===== src/rtl/scarv_cop_pkg.sv =====
// Shared definitions for the crypto ISE co-processor control path:
// result codes, sequencer states and instruction-class widths.
package scarv_cop_pkg;

    localparam int unsigned COP_CLASS_W = 3;
    localparam int unsigned COP_NCLASS  = 8;
    localparam int unsigned COP_RES_W   = 3;

    localparam logic [COP_RES_W-1:0] SCARV_COP_INSN_SUCCESS = 3'd0;
    localparam logic [COP_RES_W-1:0] SCARV_COP_INSN_ABORT   = 3'd1;
    localparam logic [COP_RES_W-1:0] SCARV_COP_INSN_BAD_INS = 3'd2;
    localparam logic [COP_RES_W-1:0] SCARV_COP_INSN_BAD_LAD = 3'd3;
    localparam logic [COP_RES_W-1:0] SCARV_COP_INSN_BAD_SAD = 3'd4;
    localparam logic [COP_RES_W-1:0] SCARV_COP_INSN_MEM_ERR = 3'd5;
    localparam logic [COP_RES_W-1:0] SCARV_COP_INSN_TIMEOUT = 3'd6;

    typedef enum logic [1:0] {
        CTRL_IDLE,
        CTRL_DECODE,
        CTRL_EXEC,
        CTRL_RESP
    } ctrl_state_t;

    function automatic logic [COP_NCLASS-1:0] class_onehot(input logic [COP_CLASS_W-1:0] cls);
        logic [COP_NCLASS-1:0] one;
        one = COP_NCLASS'(1);
        return one << cls;
    endfunction

endpackage


===== src/rtl/scarv_cop_ctrl_wdog.sv =====
// Execution watchdog: counts EXEC cycles and flags the last permitted one.
module scarv_cop_ctrl_wdog #(
    parameter int unsigned TIMEOUT = 255,
    parameter int unsigned TW      = 8
) (
    input  logic g_clk,
    input  logic g_resetn,
    input  logic clr,
    input  logic en,
    output logic expired
);

    logic [TW-1:0] count;

    always_ff @(posedge g_clk) begin
        if (!g_resetn) begin
            count <= '0;
        end else if (clr) begin
            count <= '0;
        end else if (en) begin
            count <= count + TW'(1);
        end
    end

    assign expired = (count == TW'(TIMEOUT - 1));

endmodule


===== src/rtl/scarv_cop_ctrl.sv =====
// Co-processor instruction sequencer: CPU request/response/abort handshakes,
// decode dispatch, execution start and GPR writeback.
module scarv_cop_ctrl
    import scarv_cop_pkg::*;
#(
    parameter int unsigned TIMEOUT = 255,
    parameter int unsigned TW      = 8
) (
    input  logic        g_clk,
    input  logic        g_resetn,
    output logic        g_clk_req,

    input  logic        cpu_insn_req,
    output logic        cop_insn_ack,
    input  logic        cpu_abort_req,
    input  logic [31:0] cpu_insn_enc,
    input  logic [31:0] cpu_rs1,

    output logic [31:0] insn_enc_q,
    output logic [31:0] insn_rs1_q,

    input  logic        id_exception,
    input  logic [2:0]  id_class,
    input  logic [4:0]  id_rd,

    output logic [7:0]  ex_start,
    output logic        ex_flush,
    input  logic        ex_done,
    input  logic [2:0]  ex_result,
    input  logic        ex_gpr_wen,
    input  logic [31:0] ex_gpr_wdata,

    output logic        cop_wen,
    output logic [4:0]  cop_waddr,
    output logic [31:0] cop_wdata,
    output logic [2:0]  cop_result,
    output logic        cop_insn_rsp,
    input  logic        cpu_insn_ack
);

    ctrl_state_t state;
    ctrl_state_t next_state;

    logic [4:0]  rd_q;
    logic        load_insn;
    logic        load_rd;
    logic        wd_clr;
    logic        wd_en;
    logic        wd_expired;
    logic        abort_kill;
    logic        resp_load;
    logic        resp_clear;
    logic        resp_wen;
    logic [4:0]  resp_waddr;
    logic [31:0] resp_wdata;
    logic [2:0]  resp_result;

    scarv_cop_ctrl_wdog #(
        .TIMEOUT (TIMEOUT),
        .TW      (TW)
    ) u_wdog (
        .g_clk    (g_clk),
        .g_resetn (g_resetn),
        .clr      (wd_clr),
        .en       (wd_en),
        .expired  (wd_expired)
    );

    assign cop_insn_ack = (state == CTRL_IDLE);
    assign g_clk_req    = cpu_insn_req || (state != CTRL_IDLE);
    assign ex_flush     = !g_resetn || abort_kill;

    always_comb begin
        next_state  = state;
        load_insn   = 1'b0;
        load_rd     = 1'b0;
        wd_clr      = 1'b0;
        wd_en       = 1'b0;
        abort_kill  = 1'b0;
        resp_load   = 1'b0;
        resp_clear  = 1'b0;
        resp_wen    = 1'b0;
        resp_waddr  = '0;
        resp_wdata  = '0;
        resp_result = SCARV_COP_INSN_SUCCESS;
        ex_start    = '0;
        case (state)
            CTRL_IDLE: begin
                if (cpu_insn_req) begin
                    load_insn  = 1'b1;
                    next_state = CTRL_DECODE;
                end
            end
            CTRL_DECODE: begin
                if (cpu_abort_req) begin
                    resp_load   = 1'b1;
                    resp_result = SCARV_COP_INSN_ABORT;
                    next_state  = CTRL_RESP;
                end else if (id_exception) begin
                    resp_load   = 1'b1;
                    resp_result = SCARV_COP_INSN_BAD_INS;
                    next_state  = CTRL_RESP;
                end else begin
                    ex_start   = class_onehot(id_class);
                    wd_clr     = 1'b1;
                    load_rd    = 1'b1;
                    next_state = CTRL_EXEC;
                end
            end
            CTRL_EXEC: begin
                wd_en = 1'b1;
                // Completion outranks abort and timeout so finished work is never discarded.
                if (ex_done) begin
                    resp_load   = 1'b1;
                    resp_result = ex_result;
                    resp_wen    = ex_gpr_wen && (ex_result == SCARV_COP_INSN_SUCCESS);
                    resp_waddr  = rd_q;
                    resp_wdata  = ex_gpr_wdata;
                    next_state  = CTRL_RESP;
                end else if (cpu_abort_req) begin
                    abort_kill  = 1'b1;
                    resp_load   = 1'b1;
                    resp_result = SCARV_COP_INSN_ABORT;
                    next_state  = CTRL_RESP;
                end else if (wd_expired) begin
                    abort_kill  = 1'b1;
                    resp_load   = 1'b1;
                    resp_result = SCARV_COP_INSN_TIMEOUT;
                    next_state  = CTRL_RESP;
                end
            end
            CTRL_RESP: begin
                if (cpu_insn_ack) begin
                    resp_clear = 1'b1;
                    next_state = CTRL_IDLE;
                end
            end
            default: next_state = CTRL_IDLE;
        endcase
    end

    always_ff @(posedge g_clk) begin
        if (!g_resetn) begin
            state        <= CTRL_IDLE;
            insn_enc_q   <= '0;
            insn_rs1_q   <= '0;
            rd_q         <= '0;
            cop_wen      <= 1'b0;
            cop_waddr    <= '0;
            cop_wdata    <= '0;
            cop_result   <= '0;
            cop_insn_rsp <= 1'b0;
        end else begin
            state <= next_state;
            if (load_insn) begin
                insn_enc_q <= cpu_insn_enc;
                insn_rs1_q <= cpu_rs1;
            end
            if (load_rd) begin
                rd_q <= id_rd;
            end
            if (resp_load) begin
                cop_wen      <= resp_wen;
                cop_waddr    <= resp_waddr;
                cop_wdata    <= resp_wdata;
                cop_result   <= resp_result;
                cop_insn_rsp <= 1'b1;
            end else if (resp_clear) begin
                cop_wen      <= 1'b0;
                cop_waddr    <= '0;
                cop_wdata    <= '0;
                cop_result   <= '0;
                cop_insn_rsp <= 1'b0;
            end
        end
    end

endmodule

===== config.mk =====
export PLATFORM = sky130hd
export DESIGN_NAME = scarv_cop_ctrl
export DESIGN_NICKNAME = d
export VERILOG_FILES = /design/src/rtl/scarv_cop_pkg.sv /design/src/rtl/scarv_cop_ctrl_wdog.sv /design/src/rtl/scarv_cop_ctrl.sv
export SDC_FILE = /design/constraint.sdc
export NUM_CORES = 1
export LEC_CHECK = 0
export BUFFER_PORTS_ARGS = -buffer_cell sky130_fd_sc_hd__buf_2
export CAP_MARGIN = 20
export CORE_UTILIZATION = 25
export CTS_CLUSTER_SIZE = 24
export DETAILED_ROUTE_END_ITERATION = 16
export GPL_TIMING_DRIVEN = 1
export SLEW_MARGIN = 10
export SYNTH_ARGS = -nofsm -noshare
export SYNTH_HDL_FRONTEND = slang
export SYNTH_HIERARCHICAL = 1
export SYNTH_SLANG_ARGS = --single-unit

===== constraint.sdc =====
create_clock -name g_clk -period 2 [get_ports g_clk]
set_input_delay 0.6 -clock g_clk [delete_from_list [all_inputs] [get_ports g_clk]]
set_output_delay 0.6 -clock g_clk [all_outputs]
set_load 0.01 [all_outputs]

==> run summary, run 1 <==
The maximum vdd ir drop is 0.611 mV. The worst pin sits at a relative slew slack of 0.739. The number of flops mapped to enable cells by yosys came out at 0. The largest net degree at the start of global routing came out at 63. The most repeated cell in the gate-level netlist after synthesis is sky130_fd_sc_hd__nand2_1. The DRC violation count after routing is 0. The area growth from synthesis to layout came out at 47.4%.

The number of global-route vias before repair was 4216. The Yosys warning count came out at 6. The global placer's final weighted congestion is 0.749. The number of antenna violations at the first check in global routing is 0.

The final hold slack is 0.430 ns. Along the worst path, the maximum fanout reaches 4. The chip width came out at 141 um. The number of standard cells after synthesis is 535. The area of placed instances came out at 0.00643 sq mm. The tool flagged a number of max-cap violations equal to 0. The cts-stage hold buffer count is 0. The clock insertion delay at the later pin of the skew report is 0.41 ns.

The number of failing setup endpoints in the final timing report came out at 9. The hold violation count in the final report is 0. The shortest period the worst path allows came out at 2.13 ns.

Pin placement for this block handled 232 I/O pins. The parity-gate share of the synthesized area counting xor and xnor cells is 0.00722. Counting flops and latches in the post-synthesis netlist gives 121.

The synthesized-area fraction occupied by ao, oa, aoi and oai cells was 0.218. The multiplexer fraction of the synthesized cell area is 0.00206. The data arrival time at the worst-slack endpoint is 1.53 ns. The worst-case clock skew came out at 0.00578 ns.

The worst setup path is of the input port to output port kind. The most used flip-flop cell after synthesis is sky130_fd_sc_hd__dfxtp_1. The effective utilization at floorplan came out at 0.257. The tightest min-delay check is of the input port to flop type. Clock tree synthesis selected as its root buffer the cell sky130_fd_sc_hd__clkbuf_16. The detailed-router iteration count before antenna repair is 4. Input and output buffers added on the ports amount to 231. The total number of H-tree levels came out at 4.

The final reports fail on setup timing. The run finished, with violations left. The post-route cell area came out at 0.00716 sq mm. The number of distinct library cells after synthesis came out at 43. The core region is 0.0189 sq mm. In the finished design, the share of the clock period the worst path needs comes to 1.07. The final antenna-violating net count came out at 0. For this run the aggregate overflow at the end of global routing stands at 0. The fraction of final layout cells sized beyond drive strength 1 is 0.421. After synthesis, the largest family of logic cells by area is compound AO/OA/AOI/OAI gates. STA classifies the critical path endpoint as an output port.

Of the total synthesized cell area, the portion taken by AND, OR, NAND and NOR gates is 0.212. The post-synthesis sequential area ratio came out at 0.499. The share of synthesized area in the top cell type comes to 0.499. In this run the mean area of a mapped cell was 9.07 sq um.

The via count of the routed design is 4507. The maximum achievable frequency came out at 469 MHz. The placed wire-length estimate after detailed placement came out at 9880 um. The post-synth net total is 658. The required arrival time at the worst endpoint is 1.40 ns. The CTS clock-pin slew for the worst setup and hold paths is 0.06 ns. The count of routing violations after the opening detailed-route iteration is 159.

The post-detailed-route via-to-cell ratio is 4.27. The analysis attributes to cell leakage a power of 3.16 nW. The total power density per cell area came out at 1190 mW/mm^2.

The floorplan has 50 rows. The post-layout net count came out at 905. The final number of max-transition violations came out at 0. Counting along the longest clock path gives a buffer depth of 2. By area the synthesized netlist is led by sky130_fd_sc_hd__dfxtp_1 (50%), sky130_fd_sc_hd__nand2_1 (12%), sky130_fd_sc_hd__a21boi_0 (11%). The synthesized design spends more area on one cell type than any other, namely sky130_fd_sc_hd__dfxtp_1. At the pin with the least slew margin, the transition time is 0.392 ns. The detailed-route wire length per cell came out at 13.1 um.

STA classifies the critical path startpoint as an input port. Setup repair after global routing could not meet its margin everywhere. Summed over all layers, the routed wires come to 13800 um.

The worst-case setup margin in the final layout came out at -0.132 ns. The die span in y came out at 141 um. The accumulated negative setup slack is -0.713 ns. The first global-routing pass estimated 21700 um of wire. The fraction of registers with async set or reset after synthesis is 0. TritonCTS built the clock tree. The antenna cell count came out at 0. For this run, the total global-route usage over all layers was measured as 0.139.

Counting instances in the post-synthesis netlist gives the leading cell types as sky130_fd_sc_hd__nand2_1 (150), sky130_fd_sc_hd__dfxtp_1 (121), sky130_fd_sc_hd__a21boi_0 (70). The die covers 0.0200 sq mm. The sink count of the clock tree came out at 121. The total CTS buffers is 17. The area of the mapped netlist came out at 0.00485 sq mm.

The post-synthesis share of cell area spent on full adders, half adders and majority gates came out at 0.0206.
registers in the layout, summed over array words and instances (netlist names):
signal,count
insn_rs1_q,32
rd_q,5
cop_result,3
state,2
cop_waddr,5
cop_insn_rsp,1
u_wdog/count,8
cop_wdata,32
insn_enc_q,32
cop_wen,1
layout by cell type, fill, tap and decap left out, types with 3 or more instances in the layout:
| cell type | count |
|---|---|
| sky130_fd_sc_hd__buf_2 | 231 |
| sky130_fd_sc_hd__nand2_1 | 147 |
| sky130_fd_sc_hd__dfxtp_1 | 115 |
| sky130_fd_sc_hd__a21boi_0 | 70 |
| sky130_fd_sc_hd__nor2b_1 | 39 |
| sky130_fd_sc_hd__a22oi_1 | 28 |
| sky130_fd_sc_hd__buf_4 | 23 |
| sky130_fd_sc_hd__clkbuf_16 | 18 |
| sky130_fd_sc_hd__nor2_1 | 10 |
| sky130_fd_sc_hd__a22oi_2 | 10 |
| sky130_fd_sc_hd__a21oi_1 | 6 |
| sky130_fd_sc_hd__nand2b_1 | 5 |
| sky130_fd_sc_hd__clkinvlp_4 | 5 |
| sky130_fd_sc_hd__buf_12 | 5 |
| sky130_fd_sc_hd__dfxtp_2 | 5 |
| sky130_fd_sc_hd__nand3_1 | 4 |
| sky130_fd_sc_hd__o21ai_0 | 4 |
| sky130_fd_sc_hd__ha_1 | 4 |
| sky130_fd_sc_hd__clkinv_2 | 4 |
| sky130_fd_sc_hd__inv_2 | 3 |
| sky130_fd_sc_hd__nor3_1 | 3 |
| sky130_fd_sc_hd__xor2_1 | 3 |
| sky130_fd_sc_hd__or3_1 | 3 |
cell type report:
type / count / area [sq um]
Timing Repair Buffer: 264 / 1500
Tap cell: 260 / 325
Clock buffer: 20 / 447
Sequential cell: 121 / 2430
Clock inverter: 12 / 126
Inverter: 4 / 17.5
Multi-Input combinational cell: 374 / 2310
Fill cell: 1980 / 11700
cell families (layout without fill, tap and decap cells):
| logic type | count (synthesis) | after routing |
|---|---|---|
| xor+xnor | 4 | 4 |
| flops | 121 | 121 |
| fa+ha+maj | 8 | 8 |
| compound gates | 132 | 132 |
| buf+inv | 40 | 300 |
| simple gates | 229 | 229 |
| mux | 1 | 1 |
critical path, cell delays in order:
cell and delay, ns:
sky130_fd_sc_hd__buf_2 0.12, sky130_fd_sc_hd__nor2_1 0.20, sky130_fd_sc_hd__nand2_4 0.12, sky130_fd_sc_hd__buf_4 0.16, sky130_fd_sc_hd__nor4_1 0.15, sky130_fd_sc_hd__buf_2 0.17
stage by stage:
| stage | instances | utilization | total power, mW | setup WS [ns] |
|---|---|---|---|---|
| after CTS | 1050 | 0.375 | 8.55 | -0.156 |
| after floorplan | 535 | - | 4.44 | 0.0102 |
| after global placement | 1017 | 0.340 | 5.40 | -0.208 |
| final | 1055 | 0.379 | 8.53 | -0.132 |
| after global routing | 1055 | 0.379 | 9.08 | -0.254 |
| after detailed placement | 1017 | 0.340 | 5.42 | -0.213 |
timing repair:
action,4_1_cts,5_1_grt
gates cloned,0,2
setup buffers,1,3
setup endpoints to repair,10,13
resized for setup,25,7
pin swaps,6,3
routing by layer:
layer	up-vias	wire (um)	track usage
met5	-	0	0
met4	0	170	0.0463
met3	11	1050	0.0506
met2	149	6500	0.231
met1	2054	6130	0.166
li1	2293	-	-
report_power, final:
part	total, mW	internal, mW	switching, mW
clock	2.98	1.86	1.12
sequential	2.94	2.77	0.173
combinational	2.61	1.11	1.50
path summary, 6_finish.rpt:
kind / cells past startpoint / slack, ns / start / endpoint
worst max-delay path: 6 / -0.13 / id_exception / ex_start[0]
worst max register to register: 11 / 0.05 / u_wdog/count[0] / cop_wen
worst min-delay path: 3 / 0.43 / cpu_insn_enc[2] / insn_enc_q[2]
worst min register to register: 2 / 0.45 / cop_result[2] / cop_result[2]
No activity file was read; power rests on OpenSTA's default activity.
==> inputs of run 2 (changes only) <==
--- a/config.mk
+++ b/config.mk
@@ -5,6 +5,7 @@
 export SDC_FILE = /design/constraint.sdc
 export NUM_CORES = 1
 export LEC_CHECK = 0
+export ABC_AREA = 1
 export BUFFER_PORTS_ARGS = -buffer_cell sky130_fd_sc_hd__buf_2
 export CAP_MARGIN = 20
 export CORE_UTILIZATION = 25
==> run summary, run 2 <==
The area of the mapped netlist is 0.00503 sq mm. The shortest period the worst path allows is 2.15 ns. The total power density per cell area is 1250 mW/mm^2. Leaving out fill and tap cells, the most frequent cell in the layout is sky130_fd_sc_hd__buf_2. The area of the core came out at 0.0196 sq mm. The kind of capture point of the worst setup path is an output port.

On the final layout, the worst clock skew is 0.0117 ns. The maximum clock path buffer count came out at 2. TritonCTS built the clock tree. The number of failing setup endpoints in the final timing report came out at 9. The synthesized area divided by synthesized cell count is 8.26 sq um. The routed layout has 4830 vias. The total number of H-tree levels is 4. The post-layout net count is 983.

After synthesis, the share of flip-flops with an asynchronous set or reset is 0. In the post-synthesis netlist, the biggest area contributors are sky130_fd_sc_hd__dfxtp_1 (48%), sky130_fd_sc_hd__nor2_1 (12%), sky130_fd_sc_hd__nand3_2 (7.8%). The share of total power in sequential cells is 0.336. The largest area contributor in the synthesized netlist is sky130_fd_sc_hd__dfxtp_1. The final standard cell count with taps included and fillers excluded is 1138. The maximum achievable frequency came out at 465 MHz. Across the run, the number of max-cap violations was 0. The DRC violation count after routing is 0.

The flip-flop cell with the highest count after synthesis is sky130_fd_sc_hd__dfxtp_1. The post-synthesis register bit count came out at 121. Yosys printed 6 warnings. Dividing the detail-routed wire length by the instance count gives 12.4 um. Setup repair after global routing could not meet its margin everywhere. In this run the critical register-to-register path is launched from u_wdog/count[0]. 232 I/O pins were placed. The post-synth net total came out at 732.

The switching part of the total came out at 0.348. The final antenna-violating net count is 0. The remaining global-route overflow came out at 0. The worst setup path is launched from a flop. The overall track demand over capacity in global routing came out at 0.132. The effective utilization at floorplan is 0.257. The area of combinational cells with multiple inputs is 0.00243 sq mm.

The number of filler instances in the final layout is 2033. The run finished, with violations left. The final number of max-transition violations is 0. The share of total power in the clock network is 0.323.

The count of routing violations after the opening detailed-route iteration came out at 121. The die covers 0.0207 sq mm. The transition at the pin with the smallest max-transition slack is 0.324 ns. The congestion estimate from routability-driven global placement came to 0.723. The wire length of the first global-routing pass is 21000 um. The CTS clock-pin slew for the worst setup and hold paths is 0.06 ns. Of all nets on the critical path, the largest fanout is 2. The area taken by flip-flops and latches is 0.00243 sq mm. The required arrival time at the worst endpoint came out at 1.40 ns. The most common cell in the synthesized netlist is sky130_fd_sc_hd__nor2_1.

Across all setup checks in the final design, the least slack found is -0.149 ns. The number of distinct library cells after synthesis is 28. The accumulated negative setup slack is -0.709 ns. Including well taps, the total number of placed cells is 1090.

The launching element of the worst setup path is u_wdog/count[0]. The sink count of the clock tree came out at 121. For this run, the register share of the synthesized area comes to 0.482. The number of flops mapped to enable cells by yosys is 0. The share of synthesized area in the top cell type comes to 0.482. Data arrives at the worst endpoint at 1.55 ns. The area growth from synthesis to layout is 47.8%. The worst setup path is of the flop to output port kind. The chip width came out at 144 um. Buffers inserted to repair hold after CTS numbered 0. The largest net degree at the start of global routing came out at 65. The final reports fail on setup timing. The startpoint identified for the worst hold timing path is cpu_rs1[29]. The post-detailed-route via-to-cell ratio came out at 4.24. The analysis attributes to cell leakage a power of 3.34 nW. The hold violation count in the final report is 0.

The number of global-route vias before repair came out at 4337. The top cell types in the final layout, fill and taps aside, are sky130_fd_sc_hd__buf_2 (230), sky130_fd_sc_hd__nor2_1 (152), sky130_fd_sc_hd__dfxtp_1 (116), sky130_fd_sc_hd__o21ai_0 (73), sky130_fd_sc_hd__nand2_1 (66). The antenna cell count came out at 0. The root buffer selected by CTS is sky130_fd_sc_hd__clkbuf_16. The floorplan step set the die height to 144 um. The number of I/O port buffers is 231.

After layout, the design draws a total of 9.32 mW. Summed over all layers, the routed wires come to 14100 um. The fraction of final layout cells sized beyond drive strength 1 is 0.479. The net switching power is 3.24 mW.

The number of standard cells after synthesis is 609. The total CTS buffers is 17. For the worst-skew pair, the clock arrives at the later sink with an insertion delay of 0.42 ns.

The HPWL after detailed placement is 9730 um. The tightest hold path in the finished design has a slack of 0.425 ns. The number of antenna violations at the first check in global routing came out at 0.

The logic gate share of total power is 0.341. The relative slew slack came out at 0.783. The row count came out at 51.

The part of the cycle the worst path needs is 1.07. Across the VDD grid, the largest voltage drop is 0.644 mV. The tightest min-delay check is of the input port to flop type.

By count the netlist is led by sky130_fd_sc_hd__nor2_1 (160), sky130_fd_sc_hd__dfxtp_1 (121), sky130_fd_sc_hd__o21ai_0 (73). The detailed-router iteration count before antenna repair came out at 4. The cell-internal power is 6.08 mW. The largest registers in the layout are cop_wdata: 32 flops, insn_enc_q: 32 flops, insn_rs1_q: 32 flops.
==> run 2: cells by family after synthesis <==
logic type,synth area share
simple gates,0.282
compound gates,0.157
flops,0.482
buf+inv,0.0595
fa+ha+maj,0.0199
==> run 2: what timing repair did <==
action / CTS / global route
endpoints found under the setup margin: 10 / 54
cloned: 0 / 2
pin swaps: 7 / 9
hold endpoints to repair: 0 / 0
resized for setup: 25 / 17
setup buffers: 6 / 11
==> run 2: area by class of cell <==
class | instances | area share
multi-input combinational | 431 | 0.327
sequential | 121 | 0.327
timing repair buffer | 268 | 0.212
clock buffer | 18 | 0.0577
tap | 265 | 0.0446
clock inverter | 14 | 0.0199
inverter | 21 | 0.0109
==> run 2: power by group through the flow <==
stage               Sequential [mW]  Clock (mW)  Combinational, mW
floorplan                      3.35           0               1.65
finish                         3.13        3.01               3.18
detailed placement             3.16           0               2.83
global route                   3.19        3.22               3.54
global placement               3.13           0               2.82
CTS                            3.13        3.12               2.92
==> run 2: routing by layer <==
metal,GRT usage,wire length (um),part of all wire,up-vias
met5,0,0,0,-
met4,0.0622,207,0.015,0
met3,0.0633,1350,0.095,15
met2,0.210,6600,0.47,179
met1,0.147,5980,0.42,2147
li1,-,-,-,2489
==> run 2: critical path, cell delays in order (launching register included) <==
cell and delay (ns):
sky130_fd_sc_hd__dfxtp_2 0.32, sky130_fd_sc_hd__inv_2 0.06, sky130_fd_sc_hd__ha_4 0.11, sky130_fd_sc_hd__nand4_1 0.09, sky130_fd_sc_hd__nor2_2 0.17, sky130_fd_sc_hd__nor2_2 0.07, sky130_fd_sc_hd__o31ai_2 0.17, sky130_fd_sc_hd__buf_2 0.16
==> run 2: final timing paths <==
path / endpoint / slack [ns] / depth (start not counted)
max: ex_flush / -0.15 / 7
min: insn_rs1_q[29] / 0.42 / 3
max reg2reg: cop_wdata[21] / 0.08 / 15
min reg2reg: cop_waddr[4] / 0.47 / 2
==> run 2: per-stage QoR <==
step            util  instance area (sq um)  setup WS, ns
2_1_floorplan      -                   5030         0.134
3_5_place_dp   0.336                   6580        -0.170
6_report       0.379                   7430        -0.149
5_1_grt        0.379                   7430        -0.226
3_3_place_gp   0.336                   6580        -0.179
4_1_cts        0.371                   7270        -0.229
